[src/rtl/mist1032isa_lsu_mem_master_pkg.sv]
// Order encodings, read-metadata layout and lane helpers shared by the LSU memory master.
package mist1032isa_lsu_mem_master_pkg;

    typedef enum logic [1:0] {
        ORDER_BYTE = 2'b00,
        ORDER_HALF = 2'b01,
        ORDER_WORD = 2'b10,
        ORDER_NONE = 2'b11
    } order_e;

    typedef enum logic {
        SLOT_IDLE = 1'b0,
        SLOT_HOLD = 1'b1
    } slot_state_e;

    typedef struct packed {
        logic [2:0] addr;
        logic [1:0] order;
        logic       sign;
    } meta_t;

    localparam int META_W = 6;

    function automatic logic cmd_legal(input logic [1:0] order, input logic [1:0] k);
        logic ok;
        ok = 1'b0;
        case (order)
            ORDER_BYTE: ok = 1'b1;
            ORDER_HALF: ok = !k[0];
            ORDER_WORD: ok = (k == 2'b00);
            default:    ok = 1'b0;
        endcase
        return ok;
    endfunction

    // Byte offset k lives in word bits [31-8k : 24-8k], i.e. mask bit 3-k.
    function automatic logic [3:0] lane_mask(input logic [1:0] order, input logic [1:0] k);
        logic [3:0] m;
        m = 4'b0000;
        case (order)
            ORDER_BYTE: m = 4'b1000 >> k;
            ORDER_HALF: m = k[1] ? 4'b0011 : 4'b1100;
            ORDER_WORD: m = 4'b1111;
            default:    m = 4'b0000;
        endcase
        return m;
    endfunction

    function automatic logic [31:0] lane_data(input logic [1:0] order, input logic [31:0] d);
        logic [31:0] r;
        r = d;
        case (order)
            ORDER_BYTE: r = {4{d[7:0]}};
            ORDER_HALF: r = {2{d[15:0]}};
            default:    r = d;
        endcase
        return r;
    endfunction

    function automatic logic [31:0] load_extract(input logic [63:0] beat, input meta_t m);
        logic [31:0] w;
        logic [15:0] h;
        logic [7:0]  b;
        logic [31:0] res;
        w = m.addr[2] ? beat[63:32] : beat[31:0];
        b = w[7:0];
        case (m.addr[1:0])
            2'd0:    b = w[31:24];
            2'd1:    b = w[23:16];
            2'd2:    b = w[15:8];
            default: b = w[7:0];
        endcase
        h = m.addr[1] ? w[15:0] : w[31:16];
        case (m.order)
            ORDER_BYTE: res = m.sign ? {{24{b[7]}}, b} : {24'h0, b};
            ORDER_HALF: res = m.sign ? {{16{h[15]}}, h} : {16'h0, h};
            default:    res = w;
        endcase
        return res;
    endfunction

endpackage

[src/rtl/mist1032isa_lsu_meta_fifo.sv]
// Read-metadata FIFO: one entry per outstanding load, popped as responses return in order.
module mist1032isa_lsu_meta_fifo #(
    parameter int P_DEPTH = 4,
    parameter int P_WIDTH = 6,
    localparam int PTR_W = (P_DEPTH > 1) ? $clog2(P_DEPTH) : 1,
    localparam int CNT_W = $clog2(P_DEPTH) + 1
) (
    input  logic               i_clk,
    input  logic               i_reset,
    input  logic               i_push,
    input  logic [P_WIDTH-1:0] i_wdata,
    input  logic               i_pop,
    output logic [P_WIDTH-1:0] o_rdata,
    output logic [CNT_W-1:0]   o_count,
    output logic               o_full,
    output logic               o_empty
);

    logic [P_WIDTH-1:0] r_mem [P_DEPTH];
    logic [PTR_W-1:0]   r_wr_ptr;
    logic [PTR_W-1:0]   r_rd_ptr;
    logic [CNT_W-1:0]   r_count;
    logic               w_push;
    logic               w_pop;

    assign o_full  = (r_count == CNT_W'(P_DEPTH));
    assign o_empty = (r_count == '0);
    assign o_count = r_count;
    assign o_rdata = r_mem[r_rd_ptr];
    assign w_push  = i_push && !o_full;
    assign w_pop   = i_pop && !o_empty;

    always_ff @(posedge i_clk) begin
        if (w_push) begin
            r_mem[r_wr_ptr] <= i_wdata;
        end
    end

    // Depth is a power of two, so the pointers wrap naturally.
    always_ff @(posedge i_clk) begin
        if (i_reset) begin
            r_wr_ptr <= '0;
            r_rd_ptr <= '0;
            r_count  <= '0;
        end else begin
            if (w_push) begin
                r_wr_ptr <= r_wr_ptr + 1'b1;
            end
            if (w_pop) begin
                r_rd_ptr <= r_rd_ptr + 1'b1;
            end
            if (w_push && !w_pop) begin
                r_count <= r_count + 1'b1;
            end else if (!w_push && w_pop) begin
                r_count <= r_count - 1'b1;
            end
        end
    end

endmodule

[src/rtl/mist1032isa_lsu_mem_master.sv]
// LSU initiator for the 32-bit request / 64-bit response memory port: lane masks and
// replicated store data outbound, in-order aligned and extended load results inbound.
module mist1032isa_lsu_mem_master
    import mist1032isa_lsu_mem_master_pkg::*;
#(
    parameter int P_OUTSTANDING = 4,
    localparam int CNT_W = $clog2(P_OUTSTANDING) + 1
) (
    input  logic             iCLOCK,
    input  logic             iRESET_SYNC,
    input  logic             iCMD_REQ,
    output logic             oCMD_BUSY,
    input  logic             iCMD_RW,
    input  logic [1:0]       iCMD_ORDER,
    input  logic             iCMD_SIGNED,
    input  logic [31:0]      iCMD_ADDR,
    input  logic [31:0]      iCMD_DATA,
    output logic             oCMD_ERROR,
    output logic             oMEMORY_REQ,
    input  logic             iMEMORY_LOCK,
    output logic [1:0]       oMEMORY_ORDER,
    output logic [3:0]       oMEMORY_MASK,
    output logic             oMEMORY_RW,
    output logic [31:0]      oMEMORY_ADDR,
    output logic [31:0]      oMEMORY_DATA,
    input  logic             iMEMORY_VALID,
    output logic             oMEMORY_LOCK,
    input  logic [63:0]      iMEMORY_DATA,
    output logic             oLOAD_VALID,
    input  logic             iLOAD_LOCK,
    output logic [31:0]      oLOAD_DATA,
    output logic             oRESP_ERROR,
    output logic             oDEBUG_SLOT_STATE,
    output logic [CNT_W-1:0] oDEBUG_RD_COUNT
);

    // Handshakes: a command transfers when iCMD_REQ && !oCMD_BUSY; a request transfers
    // when oMEMORY_REQ && !iMEMORY_LOCK; a response beat transfers whenever iMEMORY_VALID
    // is high; a load result transfers when oLOAD_VALID && !iLOAD_LOCK.
    slot_state_e      r_state;
    slot_state_e      w_state_next;
    logic [1:0]       r_mem_order;
    logic [3:0]       r_mem_mask;
    logic             r_mem_rw;
    logic [31:0]      r_mem_addr;
    logic [31:0]      r_mem_data;
    logic             r_cmd_error;
    logic             r_resp_error;
    logic             r_load_valid;
    logic [31:0]      r_load_data;

    logic             w_busy;
    logic             w_accept;
    logic             w_legal;
    logic             w_issue;
    logic             w_push;
    meta_t            w_push_meta;
    meta_t            w_pop_meta;
    logic [CNT_W-1:0] w_fifo_count;
    logic             w_fifo_full;
    logic             w_fifo_empty;

    assign w_push_meta = {iCMD_ADDR[2:0], iCMD_ORDER, iCMD_SIGNED};
    assign w_push      = w_issue && !iCMD_RW;

    mist1032isa_lsu_meta_fifo #(
        .P_DEPTH (P_OUTSTANDING),
        .P_WIDTH (META_W)
    ) u_meta_fifo (
        .i_clk   (iCLOCK),
        .i_reset (iRESET_SYNC),
        .i_push  (w_push),
        .i_wdata (w_push_meta),
        .i_pop   (iMEMORY_VALID),
        .o_rdata (w_pop_meta),
        .o_count (w_fifo_count),
        .o_full  (w_fifo_full),
        .o_empty (w_fifo_empty)
    );

    always_comb begin
        w_state_next = r_state;
        w_busy       = ((r_state == SLOT_HOLD) && iMEMORY_LOCK) || w_fifo_full;
        w_accept     = iCMD_REQ && !w_busy;
        w_legal      = cmd_legal(iCMD_ORDER, iCMD_ADDR[1:0]);
        w_issue      = w_accept && w_legal;
        case (r_state)
            SLOT_IDLE: begin
                if (w_issue) begin
                    w_state_next = SLOT_HOLD;
                end
            end
            SLOT_HOLD: begin
                // A draining slot can be refilled in the same cycle.
                if (!iMEMORY_LOCK && !w_issue) begin
                    w_state_next = SLOT_IDLE;
                end
            end
            default: w_state_next = SLOT_IDLE;
        endcase
    end

    always_ff @(posedge iCLOCK) begin
        if (iRESET_SYNC) begin
            r_state <= SLOT_IDLE;
        end else begin
            r_state <= w_state_next;
        end
    end

    always_ff @(posedge iCLOCK) begin
        if (iRESET_SYNC) begin
            r_mem_order  <= 2'b00;
            r_mem_mask   <= 4'b0000;
            r_mem_rw     <= 1'b0;
            r_mem_addr   <= 32'h0;
            r_mem_data   <= 32'h0;
            r_cmd_error  <= 1'b0;
            r_resp_error <= 1'b0;
            r_load_valid <= 1'b0;
            r_load_data  <= 32'h0;
        end else begin
            r_cmd_error  <= w_accept && !w_legal;
            r_resp_error <= iMEMORY_VALID && w_fifo_empty;
            if (w_issue) begin
                r_mem_order <= iCMD_ORDER;
                r_mem_mask  <= lane_mask(iCMD_ORDER, iCMD_ADDR[1:0]);
                r_mem_rw    <= iCMD_RW;
                r_mem_addr  <= iCMD_ADDR;
                r_mem_data  <= lane_data(iCMD_ORDER, iCMD_DATA);
            end
            if (iMEMORY_VALID && !w_fifo_empty) begin
                r_load_valid <= 1'b1;
                r_load_data  <= load_extract(iMEMORY_DATA, w_pop_meta);
            end else if (r_load_valid && !iLOAD_LOCK) begin
                r_load_valid <= 1'b0;
            end
        end
    end

    assign oCMD_BUSY         = w_busy;
    assign oCMD_ERROR        = r_cmd_error;
    assign oMEMORY_REQ       = (r_state == SLOT_HOLD);
    assign oMEMORY_ORDER     = r_mem_order;
    assign oMEMORY_MASK      = r_mem_mask;
    assign oMEMORY_RW        = r_mem_rw;
    assign oMEMORY_ADDR      = r_mem_addr;
    assign oMEMORY_DATA      = r_mem_data;
    assign oMEMORY_LOCK      = r_load_valid && iLOAD_LOCK;
    assign oLOAD_VALID       = r_load_valid;
    assign oLOAD_DATA        = r_load_data;
    assign oRESP_ERROR       = r_resp_error;
    assign oDEBUG_SLOT_STATE = r_state;
    assign oDEBUG_RD_COUNT   = w_fifo_count;

endmodule

[config.mk]
export PLATFORM = sky130hd
export DESIGN_NAME = mist1032isa_lsu_mem_master
export DESIGN_NICKNAME = d
export VERILOG_FILES = /design/src/rtl/mist1032isa_lsu_mem_master_pkg.sv /design/src/rtl/mist1032isa_lsu_meta_fifo.sv /design/src/rtl/mist1032isa_lsu_mem_master.sv
export SDC_FILE = /design/constraint.sdc
export NUM_CORES = 1
export LEC_CHECK = 0
export BUFFER_PORTS_ARGS = -buffer_cell sky130_fd_sc_hd__buf_4
export CORE_MARGIN = 2
export CORE_UTILIZATION = 45
export DETAILED_ROUTE_END_ITERATION = 10
export GPL_TIMING_DRIVEN = 0
export HOLD_SLACK_MARGIN = 0.1
export PLACE_DENSITY = 0.78
export SETUP_SLACK_MARGIN = 0.2
export SLEW_MARGIN = 25
export SYNTH_ARGS = -nofsm -noshare
export SYNTH_HDL_FRONTEND = slang
export SYNTH_SLANG_ARGS = --single-unit
[constraint.sdc]
create_clock -name iCLOCK -period 3.9 [get_ports iCLOCK]
set_clock_uncertainty 0.15 [all_clocks]
set_input_delay 0.585 -clock iCLOCK [delete_from_list [all_inputs] [get_ports iCLOCK]]
set_output_delay 0.585 -clock iCLOCK [all_outputs]
set_load 0.01 [all_outputs]
==> results.cfg <==
[clock_tree]
post_cts_resize_count = 0
clk_pin_slew_ns = 0.06
cts_htree_levels = 4
cts_sinks = 140
cts.path.max_buffers = 2
cts_tree = built
cts_setup_buffers = 0
postCtsHoldBufs = 0
cts_root_buf = clkbuf_16
clkLatencyLatePin_ns = 0.42
cts_buffers = 17

[setup_path]
critPathSlowestCell = nor2_1
reg2reg_to = u_meta_fifo.o_count[2]$_SDFFE_PP0P_
r2r-start = u_meta_fifo.o_count[2]$_SDFFE_PP0P_
critPathMaxStageDelay_ns = 0.40
ff2ff_path_depth = 9
end_kind = flip-flop
cp_max_fo = 7
cp.required_ns = 4.10
path_class = in -> reg
cp.arrival_ns = 3.15
regToRegSetupSlack_ns = 0.98
worstPathCellList = buf_4, clkbuf_1, nor3_1, o2111ai_1, nor2_1, ha_1, inv_1, fa_1, xor2_1, or3_1, a21oi_1
crit_path_start_kind = input pin

[detailed_routing]
drt_iter0_markers = 479
wl_met2_mm = 10.3
antenna_left = 0
drtPass1Iterations = 5
top_layer = met4
wl_met3_mm = 1.95
drt-met1-wl_mm = 8.38
vias_per_cell = 5.46
wl_mm = 21.4
drc = 0
vias = 6659
drt-wirelength-per-cell_um = 17.6

[final_layout]
num-nets-final = 1167
fillers = 1280
final_cell_area_sq_um = 9260
syn_to_final_growth_pct = 40.9
n_antenna_cell = 0
utilization = 0.642
layout-drive-gt1-share = 0.301

[placement]
place.gp.congestion = 0.909
portBuffers = 249
dpl.hpwl_mm = 16.2
placed_area_sq_um = 8670

[synthesis]
synthAdderAreaFrac = 0.0126
muxShareOfSynthArea = 0.117
ys_types = 45
yosysSeqAreaShare = 0.463
synth_top_area_share = 0.353
synth_common_cells = nand2_1 (126), dfxtp_1 (116), nor2_1 (113)
syn_avg_cell_area_sq_um = 8.71
yosys-top-cells-area = dfxtp_1 (35%), edfxtp_1 (11%), mux2i_1 (8.4%)
synth_top_family_by_area = compound AO/OA/AOI/OAI gates
syn_nets = 899
synthSimpleGateAreaFrac = 0.158
synth.most_common_cell = nand2_1
synth_xor_area_frac = 0.00666
yosys.area.top_type = dfxtp_1
synth-compound-area-share = 0.199
ys.flop_type = dfxtp_1
synth_seq_cells = 140
yosysWarnings = 0
synth-edff-count = 24
syn_inst = 755
async_reset_ff_frac = 0
synth_area_sq_um = 6570

[floorplan]
pin_count = 251
dieArea_sq_um = 15600
initial_core_util = 0.456
num_rows = 44
die_width_um = 125
die_y_um = 125
core_sq_um = 14400

[grt]
antenna_found_initial = 0
overflow = 0
grt_pass1_wl_mm = 33.3
grt_use_total = 0.271
grt_start_max_net_pins = 17
grt_pass1_vias = 6452

[flow_run]
drv_cap = 0

[sta]
rsz0062_at_grt = no
tightest_slew_ns = 0.677
slew_violations = 0
slew_headroom = 0.549
max_freq_ghz = 0.339
hold_violations = 0
period_needed_ns = 2.95
finalSetupViolCount = 0
setup_tns_ns = 0
period_share = 0.756

[run_status]
status = finished clean

[pwr]
p_leak_nw = 3.89
power.density_nw_per_um2 = 644
ir_worst_vdd_uv = 346

[worst_hold_path]
worst_hold_path.num_cells = 1
hold_start = iCMD_SIGNED
min_path_type = in -> reg
hold-path-endpoint = u_meta_fifo.r_mem[2][0]$_DFFE_PP_
==> kinds of logic after synthesis <==
logic type | Yosys count
compound gates | 209
xor+xnor | 5
fa+ha+maj | 6
buf+inv | 68
flops | 140
mux | 66
simple gates | 261
==> layout by cell type, fill, tap and decap left out, types with 3 or more instances in the layout <==
cell type and instances:
buf_4 251, clkbuf_1 51, a21oi_2 10, mux2i_1 55
nor2_1 113, nor2b_1 3, clkinv_4 3, a211oi_1 32
xor2_1 3, edfxtp_1 24, ha_1 5, clkbuf_16 19
dfxtp_1 116, nand2_1 126, o211ai_1 3, a311oi_1 16
and2_1 5, o21ai_0 41, o22ai_1 6, buf_2 5
buf_6 3, a221oi_1 4, inv_1 6, buf_1 4
mux4_2 6, a21oi_1 89
==> layer usage <==
metal,track usage,vias to the layer above
met4,0.130,0
met2,0.458,339
li1,-,3183
met3,0.0885,55
met1,0.311,3082
met5,0,-
==> worst max path at each step <==
| stage | from | to |
|---|---|---|
| 2_1_floorplan | iCMD_ORDER[0] | u_meta_fifo.o_count[2]$_SDFFE_PP0P_ |
| 3_3_place_gp | iCMD_ORDER[0] | u_meta_fifo.o_count[2]$_SDFFE_PP0P_ |
| 3_5_place_dp | iCMD_ORDER[0] | u_meta_fifo.o_count[2]$_SDFFE_PP0P_ |
| 4_1_cts | iCMD_ORDER[0] | u_meta_fifo.o_count[2]$_SDFFE_PP0P_ |
| 5_1_grt | iCMD_ORDER[0] | u_meta_fifo.o_count[2]$_SDFFE_PP0P_ |
| 6_report | iCMD_ORDER[0] | u_meta_fifo.o_count[2]$_SDFFE_PP0P_ |
==> power by group <==
| part | internal [mW] | total (mW) | switching (mW) |
|---|---|---|---|
| logic | 1.03 | 2.47 | 1.44 |
| registers | 1.74 | 1.90 | 0.162 |
| clock network | 0.988 | 1.60 | 0.612 |
| total | 3.76 | 5.97 | 2.21 |
==> cell type report <==
class | count | area, sq um | area share
clock inverters | 7 | 77.6 | 0.00837
clock buffers | 24 | 514 | 0.0555
well taps | 184 | 230 | 0.0249
multi-input cells | 547 | 3240 | 0.350
repair buffers | 249 | 1870 | 0.202
plain buffers | 62 | 269 | 0.0290
flip-flops and latches | 140 | 3040 | 0.328
inverters | 6 | 22.5 | 0.00243
==> flip-flops by register name (all words and copies together) (netlist names), 2 cells and up, named ones only <==
name,cells
oMEMORY_MASK,4
oLOAD_DATA,32
u_meta_fifo.o_count,3
oMEMORY_DATA,32
u_meta_fifo.r_mem,24
oMEMORY_ADDR,32
oMEMORY_ORDER,2
u_meta_fifo.r_rd_ptr,2
u_meta_fifo.r_wr_ptr,2
==> worst max-delay path, delay by kind of cell <==
kind | cells | cell delay [ns]
simple gates | 3 | 0.98
fa+ha+maj | 2 | 0.64
compound gates | 2 | 0.45
buf+inv | 3 | 0.33
xor+xnor | 1 | 0.16
==> metrics by stage <==
| step | cells | hold WS (ns) | power [mW] | setup slack [ns] |
|---|---|---|---|---|
| floorplan | 755 | 0.326 | 3.42 | 1.00 |
| finish | 1219 | 0.220 | 5.97 | 0.953 |
| global route | 1219 | 0.213 | 6.29 | 0.715 |
| detailed placement | 1188 | 0.297 | 4.36 | 0.549 |
| CTS | 1219 | 0.209 | 5.96 | 0.977 |
| global placement | 1188 | 0.290 | 4.32 | 0.585 |
No activity file was read; power rests on OpenSTA's default activity.
